<file path="config.mk">
export PLATFORM = sky130hd
export DESIGN_NAME = frame_phase_sequencer
export DESIGN_NICKNAME = d
export VERILOG_FILES = /design/src/rtl/game_pkg.sv /design/src/rtl/phase_watchdog.sv /design/src/rtl/frame_phase_sequencer.sv
export SDC_FILE = /design/constraint.sdc
export NUM_CORES = 1
export LEC_CHECK = 0
export ABC_AREA = 1
export BUFFER_PORTS_ARGS = -buffer_cell sky130_fd_sc_hd__buf_2
export CAP_MARGIN = 20
export CORE_MARGIN = 1
export CORE_UTILIZATION = 62
export DETAILED_ROUTE_END_ITERATION = 7
export PLACE_DENSITY = 0.85
export SYNTH_ARGS = -nofsm -noshare
export SYNTH_HDL_FRONTEND = slang
export SYNTH_SLANG_ARGS = --single-unit
</file>
<file path="constraint.sdc">
create_clock -name clk -period 2.99 [get_ports clk]
set_input_delay 0.598 -clock clk [delete_from_list [all_inputs] [get_ports clk]]
set_output_delay 0.598 -clock clk [all_outputs]
set_load 0.01 [all_outputs]
</file>
<file path="src/rtl/game_pkg.sv">
// Shared game-level constants: game FSM codes, frame phase indices,
// phase masks and small helpers used by the frame sequencer.
package game_pkg;

  // Game FSM codes driven by the top-level game controller
  localparam logic [2:0] GS_START    = 3'b000;
  localparam logic [2:0] GS_PLAYING  = 3'b001;
  localparam logic [2:0] GS_PAUSE    = 3'b010;
  localparam logic [2:0] GS_RESET    = 3'b011;
  localparam logic [2:0] GS_GAMEOVER = 3'b100;

  // Engine phases, in the order they run within a frame
  localparam int NUM_PHASES = 4;
  localparam logic [1:0] PH_INPUT   = 2'd0;
  localparam logic [1:0] PH_MOVE    = 2'd1;
  localparam logic [1:0] PH_COLLIDE = 2'd2;
  localparam logic [1:0] PH_RENDER  = 2'd3;

  // Phase masks: full pipeline while playing, input+render otherwise
  localparam logic [3:0] MASK_FULL    = 4'b1111;
  localparam logic [3:0] MASK_MINIMAL = 4'b1001;
  localparam logic [3:0] MASK_NONE    = 4'b0000;

  typedef enum logic [1:0] {
    ST_IDLE  = 2'd0,
    ST_ISSUE = 2'd1,
    ST_WAIT  = 2'd2
  } seq_state_e;

  // Result of a search for the next phase to run
  typedef struct packed {
    logic       found;
    logic [1:0] idx;
  } phase_sel_t;

  // Phases enabled for a frame started under the given game state
  function automatic logic [3:0] phase_mask(input logic [2:0] gs);
    case (gs)
      GS_PLAYING:                      return MASK_FULL;
      GS_START, GS_PAUSE, GS_GAMEOVER: return MASK_MINIMAL;
      default:                         return MASK_NONE;
    endcase
  endfunction

  // Lowest set mask bit at or above 'from' (from may be 4 = past the end)
  function automatic phase_sel_t next_phase(input logic [3:0] mask,
                                            input logic [2:0] from);
    phase_sel_t s;
    s = '0;
    for (int i = NUM_PHASES - 1; i >= 0; i--) begin
      if (mask[i] && (i >= int'(from))) begin
        s.found = 1'b1;
        s.idx   = 2'(i);
      end
    end
    return s;
  endfunction

endpackage

</file>
<file path="src/rtl/phase_watchdog.sv">
// Per-phase watchdog: counts cycles while enabled, flags expiry on the
// cycle the count reaches TIMEOUT-1. Clear restarts it for a new phase.
module phase_watchdog #(
  parameter int TIMEOUT = 1023
) (
  input  logic clk,
  input  logic reset,
  input  logic clear,
  input  logic enable,
  output logic expired
);

  logic [15:0] count_q;

  assign expired = enable && (count_q == 16'(TIMEOUT - 1));

  // Cycle counter; holds once expired so it never wraps back to zero
  always_ff @(posedge clk) begin
    if (reset || clear) begin
      count_q <= '0;
    end else if (enable && !expired) begin
      count_q <= count_q + 16'd1;
    end
  end

endmodule

</file>
<file path="src/rtl/frame_phase_sequencer.sv">
// Frame phase sequencer: on each accepted vertical-blank pulse, walks the
// engines selected by the game state (input, move, collide, render) one at a
// time, waiting for each engine's done pulse under a per-phase watchdog.
module frame_phase_sequencer
  import game_pkg::*;
#(
  parameter int TIMEOUT = 1023
) (
  input  logic        clk,
  input  logic        reset,
  input  logic [2:0]  game_state,
  input  logic        frame_start,
  input  logic [3:0]  phase_done,
  output logic [3:0]  phase_start,
  output logic        busy,
  output logic        clear_engines,
  output logic [15:0] frame_count,
  output logic        frame_overrun,
  output logic        timeout_err
);

  seq_state_e  state_q;
  logic [1:0]  idx_q;
  logic [3:0]  mask_q;
  logic [15:0] frame_count_q;
  logic        overrun_q;
  logic        timeout_q;
  logic [2:0]  prev_gs_q;

  logic        wd_expired;
  logic [3:0]  new_mask;
  phase_sel_t  start_sel;
  phase_sel_t  next_sel;
  logic        in_reset_state;

  assign in_reset_state = (game_state == GS_RESET);
  assign new_mask       = phase_mask(game_state);
  assign start_sel      = next_phase(new_mask, 3'd0);
  assign next_sel       = next_phase(mask_q, {1'b0, idx_q} + 3'd1);

  phase_watchdog #(
    .TIMEOUT (TIMEOUT)
  ) u_watchdog (
    .clk     (clk),
    .reset   (reset),
    .clear   (state_q == ST_ISSUE),
    .enable  (state_q == ST_WAIT),
    .expired (wd_expired)
  );

  // Sequencer FSM plus frame counter and sticky status flags
  always_ff @(posedge clk) begin
    if (reset) begin
      state_q       <= ST_IDLE;
      idx_q         <= '0;
      mask_q        <= MASK_NONE;
      frame_count_q <= '0;
      overrun_q     <= 1'b0;
      timeout_q     <= 1'b0;
      prev_gs_q     <= GS_RESET;
    end else begin
      prev_gs_q <= game_state;
      if (in_reset_state) begin
        // Game reset aborts any frame and wipes status
        state_q       <= ST_IDLE;
        frame_count_q <= '0;
        overrun_q     <= 1'b0;
        timeout_q     <= 1'b0;
      end else begin
        // A frame_start that arrives while busy is dropped, never queued
        if (frame_start && (state_q != ST_IDLE)) overrun_q <= 1'b1;
        case (state_q)
          ST_IDLE: begin
            if (frame_start && start_sel.found) begin
              mask_q  <= new_mask;
              idx_q   <= start_sel.idx;
              state_q <= ST_ISSUE;
            end
          end
          ST_ISSUE: state_q <= ST_WAIT;
          ST_WAIT: begin
            // Done takes priority over a coincident watchdog expiry
            if (phase_done[idx_q]) begin
              if (next_sel.found) begin
                idx_q   <= next_sel.idx;
                state_q <= ST_ISSUE;
              end else begin
                state_q       <= ST_IDLE;
                frame_count_q <= frame_count_q + 16'd1;
              end
            end else if (wd_expired) begin
              timeout_q <= 1'b1;
              state_q   <= ST_IDLE;
            end
          end
          default: state_q <= ST_IDLE;
        endcase
      end
    end
  end

  assign phase_start   = (state_q == ST_ISSUE && !in_reset_state && !reset)
                         ? (4'b0001 << idx_q) : 4'b0000;
  assign busy          = (state_q != ST_IDLE);
  assign clear_engines = !reset && in_reset_state && (prev_gs_q != GS_RESET);
  assign frame_count   = frame_count_q;
  assign frame_overrun = overrun_q;
  assign timeout_err   = timeout_q;

endmodule

</file>
==> results of run 1 <==
[cell usage in the layout (no fill, tap or decap), types with 2 or more instances in the layout]
cell type,n
nand4_1,11
a21oi_1,16
nand2_2,12
dfxtp_1,43
nand3_1,25
nand2_4,3
nor2_4,2
clkinv_2,2
a21oi_2,15
inv_1,32
ha_1,3
nor2_2,3
clkbuf_8,6
nand2_1,137
o21ai_0,13
nor3_1,3
inv_2,5
xor2_1,4
buf_2,33
xnor2_1,8
nor2_1,55
[layout make-up]
cell class	count	area, um^2
multi-input combinational	313	1540
timing repair buffer	33	165
fill	367	1170
sequential	43	861
inverter	39	150
clock buffer	6	82.6
tap	50	62.6
clock inverter	1	5.00
[routing by layer]
metal,vias to the layer above,track usage (%)
met5,-,0
met4,0,9.04
met3,6,5.14
met2,47,50.3
met1,1172,33.0
li1,1338,-
[synthesized netlist by cell type, drive strengths merged]
| cell | instances |
|---|---|
| nand2 | 152 |
| nor2 | 61 |
| dfxtp | 43 |
| inv | 38 |
| a21oi | 31 |
| nand3 | 26 |
| o21ai | 13 |
| nand4 | 11 |
| xnor2 | 8 |
| buf | 6 |
| xor2 | 4 |
| ha | 3 |
| nor3 | 3 |
| clkinv | 1 |
| o21a | 1 |
[cell families (layout without fill, tap and decap cells)]
family	after synthesis	after routing	share of synthesized area [%]
DFF	43	43	33.0
buffers and inverters	45	79	8.02
adders and majority gates	3	3	1.44
xor gates and xnor gates	12	12	4.03
and+or+nand+nor	253	253	42.6
AOI/OAI and AO/OA	45	45	10.9
[flip-flops by register name (all words and copies together) (netlist names)]
name and flops:
idx_q 2, state_q 2, timeout_err 1, frame_count 16
mask_q 2, u_watchdog.count_q 16, prev_gs_q 3, frame_overrun 1
[worst reg2reg max path, stage by stage, from the launching register on]
cell and delay [ps]:
dfxtp_1 440, ha_1 300, nand3_1 190, nor2_1 240
nand3_1 100, nand2_1 70, nand2_1 50, nand2_2 50
a21oi_2 40
[power groups by stage]
stage / clock network (mW) / registers (mW) / logic (mW)
3_3_place_gp: 0 / 0.616 / 0.132
4_1_cts: 0.379 / 0.604 / 0.136
6_report: 0.370 / 0.604 / 0.136
3_5_place_dp: 0 / 0.617 / 0.135
5_1_grt: 0.398 / 0.606 / 0.154
2_1_floorplan: 0 / 0.614 / 0.106
[per-stage QoR]
step	cell area [um^2]	total power, mW
after global placement	2780	0.748
after global routing	2860	1.16
after CTS	2860	1.12
after floorplan	2610	0.720
final	2860	1.11
after detailed placement	2780	0.751
[worst max-delay path by stage]
stage	end	depth (start not counted)	from
after floorplan	phase_start[0]	5	game_state[0]
after global placement	phase_start[2]	7	game_state[0]
after detailed placement	phase_start[2]	7	game_state[0]
after CTS	phase_start[2]	7	game_state[0]
after global routing	phase_start[2]	7	game_state[0]
final	phase_start[2]	7	game_state[0]
==> results.json, run 1 <==
{
  "status": "completed",
  "root_buffer": "clkbuf_8",
  "combPwrFrac_pct": 12.2,
  "dpl.cell_count": 478,
  "cts.sinks": 43,
  "synth_fp_nets": 414,
  "cts_hold_buf": 0,
  "fin_hold_ws_ps": 469,
  "finalSetupViolCount": 0,
  "clock_tree.buffer_depth": 2,
  "timing.fmax_ghz": 0.431,
  "via_per_inst": 5.28,
  "slew-limit-headroom_pct": 62.3,
  "r2r-end": "frame_count[14]",
  "pre_cts_slack_ps": 707,
  "intPower_uw": 809,
  "drc": 0,
  "synth_sequential_area_ratio_pct": 33.0,
  "cts_tree": "built",
  "cp_cell_sequence": "buf_2 -> nand2_1 -> nor2_1 -> nor2_1 -> nand2_1 -> nor3_1 -> buf_2",
  "fin_cells": 485,
  "synth_seq_cells": 43,
  "die_width_um": 66.8,
  "seqPwrFrac_pct": 54.4,
  "cts_resized": 0,
  "final_core_util_pct": 71.1,
  "grt_pass1_vias": 2266,
  "ff2ff_path_depth": 8,
  "rsz0062_at_grt": "no",
  "critPathMaxStageDelay_ps": 320,
  "grt_overflow": 0,
  "clock_latency_ps": 290,
  "cts_buffers": 5,
  "core_um2": 4030,
  "setup_tns_ps": 0,
  "hp-class": "reg2reg",
  "setup_ws_ps": 671,
  "numPortBuffers": 33,
  "yosys.area.top_type_share_pct": 33.0,
  "min_period_ps": 2320,
  "timing.final.crit_share_pct": 77.6,
  "die_h_um": 66.8,
  "drt_first_pass_iters": 4,
  "finalWirelength_mm": 5.54,
  "finalHoldViolCount": 0,
  "top_layer": "met4",
  "cts_setup_buffers": 0,
  "netlist-cell-type-count": 26,
  "cp_data_required_time_ps": 2390,
  "start_util_pct": 64.7,
  "syn_inst": 401,
  "drv_cap": 0,
  "std_cell_rows": 23,
  "grtUsageTotal_pct": 28.0,
  "fin_skew_ps": 8.48,
  "crit_path_top_delay_cell": "nor2_1",
  "hpwl_mm": 4.09,
  "syn_area_um2": 2610,
  "crit_type": "in2out",
  "cp_top_family": "simple AND/OR/NAND/NOR gates",
  "startpoint_type": "input port",
  "cts_htree_levels": 2,
  "arrival_ps": 1720,
  "areaGrowthSynthToFinish_pct": 9.84,
  "clk_pin_slew_ps": 80,
  "p_per_area_nw_per_um2": 387,
  "place.gp.congestion": 0.926,
  "yosysTopAreaCell": "dfxtp_1",
  "avgSynthCellArea_um2": 6.50,
  "p_sw_uw": 300,
  "route.met2.wl_mm": 2.64,
  "grt_first_pass_wirelength_mm": 9.61,
  "holdPathStages": 2,
  "drive_above_1_share_pct": 19.3,
  "drt_iter0_drc": 152,
  "ys_warn_count": 0,
  "grt_antenna_before_repair": 0,
  "synth_area_leaders": "dfxtp_1, nand2_1, nor2_1, a21oi_2, nand3_1",
  "p_clk_share_pct": 33.3,
  "end_kind": "output port",
  "via_count": 2563,
  "whs_endpoint": "timeout_err",
  "diodes": 0,
  "rrSetupSlack_ps": 1360,
  "nets": 448,
  "peakVddDrop_mv": 0.204,
  "min_from": "timeout_err",
  "worst_slew_pin_slew_ps": 564,
  "wl_per_cell_um": 11.4,
  "worst-path-buf-inv": 2,
  "route.met3.wl_um": 200,
  "leakagePower_nw": 1.13,
  "antenna_left": 0,
  "wl_met1_mm": 2.64,
  "crit_fanout": 7,
  "switching_share_pct": 27.1,
  "grt_max_degree": 19,
  "die-area_um2": 4470,
  "maxSlewViolCount": 0,
  "ios": 34,
  "reg2reg_from": "frame_count[0]"
}
Note: power is estimated with default switching activity, not from simulation.
==> run 2, diff against run 1 <==
--- a/config.mk
+++ b/config.mk
@@ -9,9 +9,9 @@
 export BUFFER_PORTS_ARGS = -buffer_cell sky130_fd_sc_hd__buf_2
 export CAP_MARGIN = 20
 export CORE_MARGIN = 1
-export CORE_UTILIZATION = 62
+export CORE_UTILIZATION = 58
 export DETAILED_ROUTE_END_ITERATION = 7
-export PLACE_DENSITY = 0.85
+export PLACE_DENSITY = 0.8
 export SYNTH_ARGS = -nofsm -noshare
 export SYNTH_HDL_FRONTEND = slang
 export SYNTH_SLANG_ARGS = --single-unit
==> constraint.sdc (replaced) <==
create_clock -name clk -period 2.35 [get_ports clk]
set_input_delay 0.47 -clock clk [delete_from_list [all_inputs] [get_ports clk]]
set_output_delay 0.47 -clock clk [all_outputs]
set_load 0.01 [all_outputs]
==> results.json, run 2 (synthesis gave the netlist of run 1 again) <==
{
  "status": "completed",
  "cts.sinks": 43,
  "final_common_cell": "nand2_1",
  "nets": 450,
  "slew-limit-headroom_pct": 61.9,
  "die-area_um2": 4770,
  "p_sw_uw": 403,
  "fin_skew_ps": 5.37,
  "end_kind": "output port",
  "antenna_left": 0,
  "die_width_um": 69.0,
  "cts_hold_buf": 0,
  "grt_max_degree": 19,
  "die_h_um": 69.0,
  "seqPwrFrac_pct": 49.6,
  "worst-path-buf-inv": 2,
  "clock_tree.buffer_depth": 2,
  "timing.final.crit_share_pct": 82.1,
  "intPower_mw": 1.14,
  "root_buffer": "clkbuf_8",
  "clk_pin_slew_ps": 80,
  "cp_top_family": "flip-flops",
  "arrival_ps": 1460,
  "cts_buffers": 5,
  "std_cell_rows": 24,
  "place.gp.congestion": 0.913,
  "clock_latency_ps": 300,
  "min_period_ps": 1930,
  "grt_first_pass_wirelength_mm": 10.3,
  "setup_tns_ps": 0,
  "combPwrFrac_pct": 11.4,
  "drt_iter0_drc": 139,
  "worst_slew_pin_slew_ps": 571,
  "hpwl_mm": 4.13,
  "crit_path_top_delay_cell": "dfxtp_1",
  "switching_share_pct": 26.0,
  "peakVddDrop_mv": 0.326,
  "wl_per_cell_um": 11.7,
  "timing.fmax_ghz": 0.518,
  "drt_first_pass_iters": 4,
  "drv_cap": 0,
  "via_count": 2528,
  "drive_above_1_share_pct": 19.9,
  "cp_cell_sequence": "inv_1 -> nor2_1 -> nand2_1 -> nor3_1 -> buf_2",
  "critPathMaxStageDelay_ps": 470,
  "grt_antenna_before_repair": 0,
  "leakagePower_nw": 1.16,
  "grt_overflow": 0,
  "diodes": 0,
  "rsz0062_at_grt": "no",
  "grt_pass1_vias": 2375,
  "drc": 0,
  "p_clk_share_pct": 38.9,
  "p_per_area_nw_per_um2": 532,
  "numPortBuffers": 33,
  "core_um2": 4320,
  "cp_data_required_time_ps": 1880,
  "crit_fanout": 5,
  "crit_type": "reg2out",
  "cts_setup_buffers": 0,
  "finalHoldViolCount": 0,
  "ios": 34,
  "cts_resized": 0,
  "areaGrowthSynthToFinish_pct": 11.7,
  "finalSetupViolCount": 0,
  "startpoint_type": "flop",
  "maxSlewViolCount": 0,
  "start_util_pct": 60.3,
  "cts_htree_levels": 2,
  "cts_tree": "built",
  "pre_cts_slack_ps": 642,
  "via_per_inst": 5.16,
  "grtUsageTotal_pct": 26.4,
  "fillers": 406,
  "setup_ws_ps": 421,
  "final_cell_mix": "nand2_1, nor2_1, dfxtp_1, buf_2, inv_1",
  "hp-class": "in2reg",
  "finalWirelength_mm": 5.74
}
==> run 2: changes by cell type in the layout (fill, tap and decap cells not counted) <==
cell,change
buf_4,+2
bufinv_16,+1
==> run 2: area by class of cell <==
class / instances / area [um^2] / share of cell area (%)
inverter: 39 / 150 / 5.16
clock inverter: 2 / 35.0 / 1.20
multi-input combinational: 313 / 1540 / 52.8
sequential: 43 / 861 / 29.6
timing repair buffer: 35 / 180 / 6.19
tap: 52 / 65.1 / 2.24
clock buffer: 6 / 82.6 / 2.84
==> run 2: path summary, 6_finish.rpt <==
check / start / to / slack, ps / depth (start not counted)
max: state_q[0] / phase_start[1] / 420 / 5
min: reset / prev_gs_q[2] / 390 / 2
max reg2reg: u_watchdog.count_q[0] / u_watchdog.count_q[13] / 720 / 9
min reg2reg: mask_q[0] / mask_q[0] / 470 / 1
==> run 2: metrics by stage <==
step	instance area [um^2]	std cells	hold WS [ps]	power [mW]	util (%)
finish	2910	490	389	1.55	67.3
global route	2910	490	379	1.63	67.3
CTS	2910	490	382	1.56	67.3
detailed placement	2790	482	454	0.961	64.6
global placement	2790	482	446	0.956	64.6
floorplan	2610	401	441	0.916	-
==> run 2: per-layer routing <==
metal  wire (um)  up-vias  GRT usage [%]
li1            -     1338              -
met1        2650     1128           33.0
met2        2770       56           44.3
met3         241        6           5.26
met4          79        0           10.2
met5           0        -              0
==> run 2: power groups by stage <==
stage	sequential, mW	combinational (mW)	clock, mW
2_1_floorplan	0.782	0.135	0
3_3_place_gp	0.785	0.171	0
3_5_place_dp	0.786	0.175	0
4_1_cts	0.768	0.177	0.616
5_1_grt	0.771	0.202	0.655
6_report	0.768	0.177	0.602
